**src/rtl/sram_dma_master.sv**
```systemverilog
// -----------------------------------------------------------------------------
// sram_dma_master
//   Block-transfer DMA engine for a zero-wait-state 16-bit SRAM-style memory
//   port. A command moves cmd_len words starting at cmd_addr, either from the
//   write-data stream into memory or from memory into the read-data stream.
//   Reads are pipelined. Returns land in a small FIFO, and new reads are only
//   issued while in-flight reads plus buffered words leave room in it.
//
// Ports
//   clk, reset                  single rising-edge clock, async active-low reset
//   cmd_valid/ready/write/addr/len   command handshake (len = 0 -> immediate done)
//   wr_data/wr_valid/wr_ready   write-data stream (passed straight to memory)
//   rd_data/rd_valid/rd_ready   read-data stream (FIFO head)
//   address/byteenable/read/write/writedata/readdata/readdatavalid
//                               memory side, every access accepted immediately
//   busy, done                  status; done is a one-cycle pulse
// -----------------------------------------------------------------------------
module sram_dma_master #(
  parameter int FIFO_DEPTH = 4
) (
  input  logic        clk,
  input  logic        reset,
  input  logic        cmd_valid,
  output logic        cmd_ready,
  input  logic        cmd_write,
  input  logic [19:0] cmd_addr,
  input  logic [19:0] cmd_len,
  input  logic [15:0] wr_data,
  input  logic        wr_valid,
  output logic        wr_ready,
  output logic [15:0] rd_data,
  output logic        rd_valid,
  input  logic        rd_ready,
  output logic [19:0] address,
  output logic [1:0]  byteenable,
  output logic        read,
  output logic        write,
  output logic [15:0] writedata,
  input  logic [15:0] readdata,
  input  logic        readdatavalid,
  output logic        busy,
  output logic        done
);

  localparam int PW = $clog2(FIFO_DEPTH);
  localparam int CW = PW + 1;  // counters must reach FIFO_DEPTH itself
  localparam logic [CW-1:0] ONE_C   = CW'(1);
  localparam logic [CW:0]   DEPTH_C = (CW + 1)'(FIFO_DEPTH);

  typedef enum logic [2:0] {S_IDLE, S_WRITE, S_READ, S_DRAIN, S_DONE} state_t;

  state_t          r_state;
  logic [19:0]     r_addr;
  logic [19:0]     r_len;
  logic            r_started;      // holds cmd_ready low until the first edge after reset
  logic [CW-1:0]   r_outstanding;
  logic [CW-1:0]   r_count;
  logic [PW-1:0]   r_wr_ptr;
  logic [PW-1:0]   r_rd_ptr;
  logic [15:0]     r_mem [FIFO_DEPTH];

  logic [CW:0]     w_inflight;
  logic            w_issue_rd;
  logic            w_issue_wr;
  logic            w_push;
  logic            w_pop;

  // Every word already requested or already buffered will occupy a FIFO slot.
  assign w_inflight = {1'b0, r_outstanding} + {1'b0, r_count};
  assign w_issue_rd = (r_state == S_READ) && (w_inflight < DEPTH_C);
  assign w_issue_wr = (r_state == S_WRITE) && wr_valid;
  // Stray returns (nothing outstanding, e.g. after a reset abort) are dropped.
  assign w_push     = readdatavalid && (r_outstanding != '0);
  assign w_pop      = rd_valid && rd_ready;

  assign cmd_ready  = r_started && (r_state == S_IDLE);
  assign wr_ready   = (r_state == S_WRITE);
  assign busy       = (r_state != S_IDLE);
  assign done       = (r_state == S_DONE);
  assign read       = w_issue_rd;
  assign write      = w_issue_wr;
  assign byteenable = (w_issue_rd || w_issue_wr) ? 2'b11 : 2'b00;
  assign address    = r_addr;
  assign writedata  = w_issue_wr ? wr_data : 16'h0000;
  assign rd_valid   = (r_count != '0);
  assign rd_data    = r_mem[r_rd_ptr];

  // NOTE: clocked state uses non-blocking assignments so every register samples
  // pre-edge values regardless of block evaluation order.
  always_ff @(posedge clk or negedge reset) begin
    if (!reset) begin
      r_state   <= S_IDLE;
      r_addr    <= '0;
      r_len     <= '0;
      r_started <= 1'b0;
    end else begin
      r_started <= 1'b1;
      case (r_state)
        S_IDLE: begin
          if (cmd_valid && cmd_ready) begin
            r_addr <= cmd_addr;
            r_len  <= cmd_len;
            if (cmd_len == '0)  r_state <= S_DONE;
            else if (cmd_write) r_state <= S_WRITE;
            else                r_state <= S_READ;
          end
        end
        S_WRITE: begin
          if (w_issue_wr) begin
            r_addr <= r_addr + 20'd1;  // wraps modulo 2^20
            r_len  <= r_len - 20'd1;
            if (r_len == 20'd1) r_state <= S_DONE;
          end
        end
        S_READ: begin
          if (w_issue_rd) begin
            r_addr <= r_addr + 20'd1;
            r_len  <= r_len - 20'd1;
            if (r_len == 20'd1) r_state <= S_DRAIN;
          end
        end
        S_DRAIN: begin
          if (r_outstanding == '0 && r_count == '0) r_state <= S_DONE;
        end
        S_DONE:  r_state <= S_IDLE;
        default: r_state <= S_IDLE;
      endcase
    end
  end

  // In-flight read tracking and FIFO occupancy/pointers.
  always_ff @(posedge clk or negedge reset) begin
    if (!reset) begin
      r_outstanding <= '0;
      r_count       <= '0;
      r_wr_ptr      <= '0;
      r_rd_ptr      <= '0;
    end else begin
      if (w_issue_rd && !w_push)      r_outstanding <= r_outstanding + ONE_C;
      else if (!w_issue_rd && w_push) r_outstanding <= r_outstanding - ONE_C;

      if (w_push && !w_pop)      r_count <= r_count + ONE_C;
      else if (!w_push && w_pop) r_count <= r_count - ONE_C;

      // FIFO_DEPTH is a power of two, so pointers wrap naturally.
      if (w_push) r_wr_ptr <= r_wr_ptr + PW'(1);
      if (w_pop)  r_rd_ptr <= r_rd_ptr + PW'(1);
    end
  end

  // NOTE: FIFO storage is deliberately not reset; r_count gates every read of
  // it, so clearing the array would only cost reset fan-out.
  always_ff @(posedge clk) begin
    if (w_push) r_mem[r_wr_ptr] <= readdata;
  end

endmodule

```
**config.mk**
```make
export PLATFORM = sky130hd
export DESIGN_NAME = sram_dma_master
export DESIGN_NICKNAME = d
export VERILOG_FILES = /design/src/rtl/sram_dma_master.sv
export SDC_FILE = /design/constraint.sdc
export NUM_CORES = 1
export LEC_CHECK = 0
export ABC_AREA = 0
export ABC_CLOCK_PERIOD_IN_PS = 2600
export CAP_MARGIN = 0
export CORE_MARGIN = 2
export CORE_UTILIZATION = 52
export CTS_BUF_LIST = sky130_fd_sc_hd__clkbuf_8
export CTS_CLUSTER_DIAMETER = 40
export CTS_CLUSTER_SIZE = 10
export DETAILED_ROUTE_END_ITERATION = 8
export PLACE_DENSITY = 0.85
export RECOVER_POWER = 50
export SLEW_MARGIN = 40
export SYNTH_ARGS = -nofsm -noshare
export SYNTH_HDL_FRONTEND = slang
export SYNTH_SLANG_ARGS = --single-unit
```
**constraint.sdc**
```tcl
create_clock -name clk -period 2.6 [get_ports clk]
set_input_delay 0.26 -clock clk [delete_from_list [all_inputs] [get_ports clk]]
set_output_delay 0.26 -clock clk [all_outputs]
set_load 0.05 [all_outputs]
```
==> reports/metrics.yaml <==
status: "completed"
synth.distinct_cells: 61
num_rows: 38
yosysMostFrequentCell: "edfxtp_1"
nNetsFinal: 734
layout-drive-gt1-share_pct: 18.32
start_util_pct: 53.89
syn_avg_cell_area_um2: 11.83
rsz0062_at_grt: "no"
synth_area_leader_cell: "edfxtp_1"
crit_path_end_kind: "primary output"
finalMaxSlewViolations: 0
synth-seq-cells: 118
grt_pass1_vias: 4733
power_leakage_nw: 3.041
viasPerCell: 5.951
path_class: "flip-flop to primary output"
synth_ff_type: "edfxtp_1"
tns_ns: 0
grt_overflow: 0
placed_area_mm2: 0.007604
power_mw: 9.838
clk_path_buf_depth: 2
insertedDiodeCount: 0
cts-root-buf: "clkbuf_8"
yosys-top-cells-area: "edfxtp_1 (33%), dfrtp_1 (23%), mux4_2 (6.1%), o21ai_0 (2.7%), nand2_1 (2.5%)"
io_buffer_count: 139
maxSlewHeadroom_pct: 8.542
drt-initial-drc-count: 310
route.detailed.drc: 0
wl_per_cell_um: 17.74
critPathMaxFanout: 10
synthTopCellsByCount: "edfxtp_1 (64), dfrtp_1 (54), nand2_1 (39)"
irDropWorstVdd_v: 0.001057
htreeDepth: 4
clk_pin_slew_worst_paths_ns: 0.08
startpoint_type: "flip-flop"
core_mm2: 0.01094
fin_crit_sh_pct: 95.17
hold_viol: 0
powerDensity_mw_per_mm2: 1227
cts_tree: "built"
syn-cell-area_mm2: 0.005893
synth_edf_count: 64
worstMarginPinSlew_ns: 1.372
period_needed_ns: 2.475
dp.cells: 762
antenna_found_initial: 0
dp_hpwl_mm: 9.764
ios: 140
clk_latency_ns: 0.42
clock_skew_ns: 0.01032
yosys_warnings: 0
grtUsageTotal_pct: 23.65
final_area_mm2: 0.008018
hold-worst-slack_ns: 0.4041
die_h_um: 110.5
num_vias: 4731
async_flop_share_pct: 45.76
die_area_mm2: 0.01220
hp-class: "input port to flip-flop"
setup_viol: 0
grt_start_max_net_pins: 55
grt_pass1_wl_mm: 23.50
postCtsSetupRepairBufs: 0
dr.pass1.iters: 5
fin_cells: 795
yosysTopAreaCellShare_pct: 32.61
numCtsBuffers: 17
cts_sinks: 118
maxCapViolCount: 0
wl_mm: 14.10
place_congestion: 0.8849
die_width_um: 110.5
area_growth_pct: 36.05
postSynthCellCount: 498
max_freq_ghz: 0.4041
yosysSeqAreaShare_pct: 55.54
syn_nets: 590
ant_nets: 0
cp.arrival_ns: 2.21
required_ns: 2.34
-- layer usage --
layer / up-vias / routed length, um / part of all wire, % / global-route usage, %
met5: - / 0 / 0 / 0
met4: 0 / 178 / 1.3 / 6.250
met3: 16 / 903 / 6.4 / 6.422
met2: 214 / 7064 / 50 / 39.39
met1: 2308 / 5958 / 42 / 30.87
li1: 2193 / - / - / -
-- critical path, cell delays in order, from the launching register on --
cell and delay, ns:
dfrtp_1 0.58, inv_1 0.15, nor3_1 0.21, clkdlybuf4s50_1 0.85
-- cells in the final DEF (no fill, tap or decap), types with 3 or more instances in the layout --
master,count
clkinvlp_4,3
nand2_1,39
nand3_1,18
bufinv_16,3
clkinv_4,4
nor3_1,10
o2bb2ai_1,6
nor4_2,3
a31oi_1,5
buf_4,27
o22ai_1,10
xor2_1,4
and2_1,4
nor4_1,9
mux4_2,16
dlygate4sd3_1,17
ha_1,11
xnor2_1,6
clkdlybuf4s50_1,84
o22a_1,3
nor2_1,30
buf_12,22
a22oi_1,5
nand4_1,7
clkbuf_8,17
inv_1,15
edfxtp_1,64
o21ai_0,32
mux2i_1,3
o21ai_1,4
a31o_2,3
and3_1,18
a2bb2oi_1,13
and4_1,3
a21oi_1,29
a22o_1,5
dfrtp_1,54
-- power by group --
group / leakage [nW] / switching [mW] / internal (mW)
registers: 1.25 / 0.481 / 2.49
clock network: 0.200 / 0.782 / 0.952
logic: 1.60 / 3.06 / 2.07
total: 3.04 / 4.32 / 5.51
-- area by class of cell --
| class | instances | area, um2 |
|---|---|---|
| clock buffer | 17 | 234.0 |
| clock inverter | 15 | 178.9 |
| tap | 140 | 175.2 |
| inverter | 16 | 60.06 |
| sequential | 118 | 3273 |
| multi-input combinational | 333 | 2411 |
| timing repair buffer | 156 | 1685 |
| fill | 752 | 2918 |
-- flip-flops by register name, indices dropped and copies added (netlist names) --
signal	cells
r_rd_ptr	2
r_outstanding	3
r_len	20
r_started	1
address	20
r_state	3
r_count	3
r_mem	64
r_wr_ptr	2
-- per-stage QoR --
step                      worst slack [ns]  util (%)
after detailed placement            0.1933     69.53
after CTS                           0.1099     73.39
final                               0.1255     73.32
after global routing               0.02615     73.32
after floorplan                     0.1352         -
after global placement              0.2970     69.53
-- what timing repair did --
action | 4_1_cts | 5_1_grt
resized for setup | 1 | 1
endpoints found under the setup margin | 1 | 1
hold buffers | 1 | 0
pin swaps | 0 | 1
hold endpoints to repair | 50 | 0
-- cells by family after synthesis --
group                    count (synthesis)  synth area share (%)
buffers and inverters                   47                 3.949
XOR/XNOR                                10                 1.486
other                                    1               0.06363
AO/OA/AOI/OAI                          128                 14.10
multiplexers                            21                 7.006
AND/OR/NAND/NOR                        160                 14.84
flip-flops                             118                 55.54
adder cells (fa/ha/maj)                 13                 3.015
-- worst paths after layout --
path / from / end / slack [ns] / cells after the start
hold / removal: cmd_addr[1] / address[1] / 0.40 / 3
hold reg to reg: r_rd_ptr[0] / r_rd_ptr[0] / 0.50 / 1
max in group asynchronous: reset / r_wr_ptr[1] / 1.00 / 3
setup / recovery: r_state[2] / done / 0.13 / 3
setup reg to reg: r_state[1] / r_outstanding[2] / 0.23 / 9
min in group asynchronous: reset / address[9] / 0.77 / 3
Power figures use the tool's default switching activity.
